==> config.mk <==
export PLATFORM = sky130hd
export DESIGN_NAME = csa_segment_precompute
export DESIGN_NICKNAME = d
export VERILOG_FILES = /design/src/rtl/csa_segment_precompute.sv
export SDC_FILE = /design/constraint.sdc
export NUM_CORES = 1
export LEC_CHECK = 0
export BUFFER_PORTS_ARGS = -buffer_cell sky130_fd_sc_hd__buf_2
export CORE_MARGIN = 2
export CORE_UTILIZATION = 59
export DETAILED_ROUTE_END_ITERATION = 8
export PLACE_DENSITY = 0.92
export SLEW_MARGIN = 5
export SYNTH_ARGS = -nofsm -noshare
export SYNTH_HDL_FRONTEND = slang
export SYNTH_SLANG_ARGS = --single-unit
==> constraint.sdc <==
create_clock -name clk -period 7.5 [get_ports clk]
set_clock_uncertainty 0.15 [all_clocks]
set_input_delay 0 -clock clk [delete_from_list [all_inputs] [get_ports clk]]
set_output_delay 0 -clock clk [all_outputs]
set_load 0.02 [all_outputs]
==> src/rtl/csa_segment_precompute.sv <==
// csa_segment_precompute
//   Two-stage operand front end of a carry-select adder. For every BITS-wide
//   segment it precomputes both conditional results (segment carry-in 0 and
//   carry-in 1) and registers them for the downstream per-segment select muxes.
//
// Ports
//   clk, rst          : rising-edge clock, asynchronous active-high reset
//   a, b, cin         : operand beat (W = BITS*SEGMENTS bits) and carry-in
//   in_valid/in_ready : operand handshake
//   sum0/cout0        : per-segment sum/carry assuming segment carry-in 0
//   sum1/cout1        : per-segment sum/carry assuming segment carry-in 1
//   sel0              : registered cin, select for the segment-0 mux
//   out_valid/out_ready : result handshake
module csa_segment_precompute #(
  parameter int unsigned BITS     = 8,
  parameter int unsigned SEGMENTS = 4
) (
  input  logic                     clk,
  input  logic                     rst,
  input  logic [BITS*SEGMENTS-1:0] a,
  input  logic [BITS*SEGMENTS-1:0] b,
  input  logic                     cin,
  input  logic                     in_valid,
  output logic                     in_ready,
  output logic [BITS*SEGMENTS-1:0] sum0,
  output logic [SEGMENTS-1:0]      cout0,
  output logic [BITS*SEGMENTS-1:0] sum1,
  output logic [SEGMENTS-1:0]      cout1,
  output logic                     sel0,
  output logic                     out_valid,
  input  logic                     out_ready
);

  localparam int unsigned W = BITS * SEGMENTS;

  // Stage A: operand register
  logic [W-1:0]        a_q;
  logic [W-1:0]        b_q;
  logic                cin_q;
  logic                va_q;

  // Stage B: result register
  logic [W-1:0]        sum0_q;
  logic [W-1:0]        sum1_q;
  logic [SEGMENTS-1:0] cout0_q;
  logic [SEGMENTS-1:0] cout1_q;
  logic                sel0_q;
  logic                vb_q;

  logic [W-1:0]        sum0_d;
  logic [W-1:0]        sum1_d;
  logic [SEGMENTS-1:0] cout0_d;
  logic [SEGMENTS-1:0] cout1_d;
  logic [BITS:0]       seg0;
  logic [BITS:0]       seg1;

  logic                adv_b;

  // Stage B drains when empty or when downstream takes its beat; stage A
  // follows B, so the only combinational path is out_ready -> in_ready.
  assign adv_b    = !vb_q || out_ready;
  assign in_ready = !va_q || adv_b;

  // Independent per-segment adds; no carry crosses a segment boundary here.
  always_comb begin
    sum0_d  = '0;
    sum1_d  = '0;
    cout0_d = '0;
    cout1_d = '0;
    seg0    = '0;
    seg1    = '0;
    for (int unsigned k = 0; k < SEGMENTS; k++) begin
      seg0 = {1'b0, a_q[k*BITS +: BITS]} + {1'b0, b_q[k*BITS +: BITS]};
      seg1 = {1'b0, a_q[k*BITS +: BITS]} + {1'b0, b_q[k*BITS +: BITS]}
             + (BITS+1)'(1);
      sum0_d[k*BITS +: BITS] = seg0[BITS-1:0];
      sum1_d[k*BITS +: BITS] = seg1[BITS-1:0];
      cout0_d[k]             = seg0[BITS];
      cout1_d[k]             = seg1[BITS];
    end
  end

  always_ff @(posedge clk or posedge rst) begin
    if (rst) begin
      va_q  <= 1'b0;
      a_q   <= '0;
      b_q   <= '0;
      cin_q <= 1'b0;
    end else begin
      if (in_ready) begin
        va_q <= in_valid;
      end
      if (in_ready && in_valid) begin
        a_q   <= a;
        b_q   <= b;
        cin_q <= cin;
      end
    end
  end

  always_ff @(posedge clk or posedge rst) begin
    if (rst) begin
      vb_q    <= 1'b0;
      sum0_q  <= '0;
      sum1_q  <= '0;
      cout0_q <= '0;
      cout1_q <= '0;
      sel0_q  <= 1'b0;
    end else begin
      if (adv_b) begin
        vb_q <= va_q;
      end
      if (adv_b && va_q) begin
        sum0_q  <= sum0_d;
        sum1_q  <= sum1_d;
        cout0_q <= cout0_d;
        cout1_q <= cout1_d;
        sel0_q  <= cin_q;
      end
    end
  end

  assign sum0      = sum0_q;
  assign sum1      = sum1_q;
  assign cout0     = cout0_q;
  assign cout1     = cout1_q;
  assign sel0      = sel0_q;
  assign out_valid = vb_q;

endmodule

== After elaboration in Yosys (flattened, before gate mapping) ==
Index checks and enable logic that the tools add are counted.
W data, S select, Z words.

* Reductions and logical operators: 6
* Add/subtract/negate cells: 8

{| class="wikitable"
|+ Operators by type and width
! operator !! count
|-
| $add A8 B8 Y9 || 4
|-
| $add A9 B1 Y9 const B || 4
|-
| $logic_and A1 B1 Y1 || 2
|-
| $logic_not A1 Y1 || 2
|-
| $logic_or A1 B1 Y1 || 2
|}

* Register bits: 140
* Word-level logic and storage cells: 24
* Input bits: 69

== Longest topological paths before layout ==
* Depth after elaboration: 4
* Depth in mapped cells: 9
* Gate-level depth less buffers: 9

== Worst setup path after synthesis ==
OpenSTA, ideal clock, no wires.

* Path kind: flip-flop to flip-flop
* Start: register a_q[0]
* End: register sum1_q[7] (netlist: sum1[7])
* Arrival: 2331 ps
* Slack: 4899 ps
* Path buffers: 0
* Cell stages (with the launch flop): 9
* Data required time: 7230 ps
* Clock period less this slack: 2601 ps
* Cells stage by stage: dfrtp_1 ha_1 fa_1 and3_1 o21ai_2 a21oi_2 xnor2_1 or4_1 a31o_1

* Cells in the longest elaborated chain, start to end: 2

{| class="wikitable"
|+ Ends and longest elaborated chain
! item !! line !! source
|-
| start: declaration || 37 || <nowiki>logic [W-1:0] a_q;</nowiki>
|-
| start signal: assignment || 86 || <nowiki>a_q <= '0;</nowiki>
|-
| start signal: assignment || 94 || <nowiki>a_q <= a;</nowiki>
|-
| $add A8 B8 Y9 || 74 || <nowiki>seg1 = {1'b0, a_q[k*BITS +: BITS]} + {1'b0, b_q[k*BITS +: BITS]}</nowiki>
|-
| $add A9 B1 Y9 || 75 || <nowiki>+ (BITS+1)'(1);</nowiki>
|-
| end signal: assignment || 115 || <nowiki>sum1_q <= sum1_d;</nowiki>
|-
| end: declaration || 44 || <nowiki>logic [W-1:0] sum1_q;</nowiki>
|}

No other way between the ends.
A chain may end at the register's enable or synchronous reset.

== Worst setup path after layout ==
* Start: register a_q[8]
* End: register cout1_q[1] (netlist: cout1[1])

* Cells in the longest elaborated chain, start to end: 2

{| class="wikitable"
|+ Ends and longest elaborated chain
! item !! line !! source
|-
| $add A8 B8 Y9 || 74 ||
|-
| $add A9 B1 Y9 || 75 ||
|-
| end signal: assignment || 117 || <nowiki>cout1_q <= cout1_d;</nowiki>
|-
| end: declaration || 46 || <nowiki>logic [SEGMENTS-1:0] cout1_q;</nowiki>
|}

No other way between the ends.

==> impl_metrics.toml <==
[outcome]
outcome = "complete, no violations"

[timing]
max_freq_mhz = 338
worst_slew_pin_slew_ps = 1010
slew_viol_final = 0
finalCriticalPeriod_ps = 2960
fin_crit_sh_pct = 39.5
layout_setup_ws_ps = 4540
grt_setup_unrepaired = "no"
fin_hold_ws_ps = 40.4
setup_tns_ps = 0
finalSetupViolCount = 0
hold_viol = 0
slew_headroom_pct = 32.9

[worst_setup_path]
crit_path_top_delay_cell = "fa_1"
critPathKind = "register to register"
cp_top_family = "compound AO/OA/AOI/OAI gates"
worstPathMaxFanout = 5
startpoint_type = "register"
path_cells = "ha_1 > fa_1 > a21oi_1 > o21bai_1 > xor2_1 > nand4_1 > o31a_1 > o31ai_1"
cp_num_buf_inv = 0
arrival_ps = 3110
slowest_delay_ps = 410
required_ps = 7650
cp-end-kind = "register"

[placed_design]
place_congestion = 0.887
io_buffer_count = 143
dp_hpwl_um = 11000
dp_slack_ps = 4650
placed_area_mm2 = 0.00776

[floorplanning]
die_w_um = 112
core_area_mm2 = 0.0114
die_h_um = 112
start_util_pct = 60.6
die_area_mm2 = 0.0126
std_cell_rows = 39
io_pins = 144

[synth]
ys_seq_area_share_pct = 50.6
yosys.area.top_type = "dfrtp_1"
postSynthAreaPerCell_um2 = 10.9
syn_inst = 638
ys_warn_count = 0
synth_top_cell_area_share_pct = 50.6
synth_cell_types = 56
synth_seq_cells = 140
synth_edf_count = 0
syn_nets = 747
synthFlopType = "dfrtp_1"
syn_area_mm2 = 0.00692
synth-async-reset-ratio_pct = 100
synth_area_leaders = "dfrtp_1 (51%), mux2_2 (11%), nand2_1 (7.4%), ha_1 (6.5%), xnor2_1 (2.4%)"

[route]
vias_per_cell = 5.89
wl_per_cell_um = 18.8
drc = 0
routed_wirelength_um = 18900
ant_nets = 0
dr.pass1.iters = 5
drtIter0Drc = 425
num_vias = 5925

[cts]
cts_made_buffers = 17
cts_buffer_depth = 2
clkTransAtPathRegs_ps = 60
cts_tree = "yes"
htreeDepth = 4
clockRootBuffer = "clkbuf_16"
clk_latency_ps = 420
cts_resized = 0
cts_sinks = 140

[run]
maxCapViolCount = 0

[grt]
grt_usage_pct = 31.3
antenna_found_initial = 0
grt_pass1_wl_um = 31100
grt_max_degree = 96
first_global_vias = 6341
grt_overflow = 0

[final_layout]
final_common_cell = "buf_2"
antenna_cells = 0
drive_gt1_share_pct = 29.5
layout_common_cells = "buf_2 (143), dfrtp_1 (140), nand2_1 (134), dlygate4sd3_1 (69), mux2_2 (66)"
final_area_mm2 = 0.00910
final_nets = 959
area.growth.synth_to_final_pct = 31.5

[power]
finalPower_uw = 3390
peakVddDrop_mv = 0.266
p_leak_uw = 0.00436
power_density_mw_per_mm2 = 372

[hold_path]
hold_path_class = "primary input to async pin"
## tightest hold or removal path: stages
cell           delay [ps]
dlygate4sd3_1         540
buf_2                 150
inv_6                 380
## synthesized netlist by cell type (2+ instances only)
master and n:
fa_1 4, nand3_1 9, o21ai_0 29, nor2_1 16, or4_1 2, a221oi_2 2
dfrtp_1 140, o21ai_1 6, o211ai_1 4, and4_1 2, xnor2_1 19, a21o_1 7
or2_2 2, and3_1 7, inv_1 13, buf_1 4, o2111ai_1 2, a21oi_1 14
o31a_1 3, o21bai_1 3, or3_1 6, nand2_1 136, ha_1 36, clkbuf_1 13
nand3b_1 3, a211oi_1 5, nand2b_1 5, a31oi_1 4, o21a_1 11, buf_2 5
nor3_1 3, nand4_1 6, o31ai_1 6, and2_1 5, nor3b_1 2, xor2_1 17
mux2_2 66, nor4_1 3
## logic make-up (layout without fill, tap and decap cells)
group                      count (synthesis)  after routing  synth area share [%]
xor gates and xnor gates                  36             36                  4.55
adders and majority gates                 40             40                  7.66
muxes                                     66             66                  10.7
AOI/OAI and AO/OA                        110            110                  10.8
DFF                                      140            140                  50.6
and+or+nand+nor                          211            211                  13.6
buffers and inverters                     35            260                  1.99
## power breakdown
part           switching (µW)  internal, µW  total, µW
logic                     829           502       1330
clock network             320           606        927
registers                 148           980       1130
## through the flow
step / util [%] / cells
floorplan: - / 638
global placement: 68.0 / 905
detailed placement: 68.0 / 905
CTS: 79.7 / 1006
global route: 79.7 / 1006
finish: 79.7 / 1006
## registers in the layout, indices dropped and copies added (netlist names)
register	cells
cout1	4
sel0	1
sum1	32
va_q	1
a_q	32
sum0	32
b_q	32
cin_q	1
out_valid	1
cout0	4
## final timing paths
kind / from / endpoint / slack [ps] / cells past startpoint
min in group clk: b[29] / b_q[29] / 200 / 3
hold reg to reg: sum1[31] / sum1[31] / 330 / 2
hold / removal: rst / a_q[15] / 40 / 3
setup / recovery: a_q[8] / cout1[1] / 4540 / 8
setup reg to reg: a_q[8] / cout1[1] / 4540 / 8
max in group asynchronous: rst / sum1[1] / 5760 / 4
## final cells by class
type | count | area (µm²)
clock buffer | 21 | 460
clock inverter | 11 | 190
fill | 605 | 2310
inverter | 13 | 53.8
multi-input combinational | 463 | 3290
sequential | 140 | 3500
tap | 143 | 179
timing repair buffer | 215 | 1430
## layer usage
metal	global-route usage, %	up-vias	part of all wire, %
li1	-	2670	-
met1	35.1	2882	36
met2	54.9	303	52
met4	14.9	0	3.8
met5	0	-	0
met3	9.13	70	7.3
## repair_timing
item | in CTS | in global routing
hold buffers | 69 | 0
setup buffers | 0 | 0
hold endpoints to repair | 126 | 0
Power figures use the tool's default switching activity.
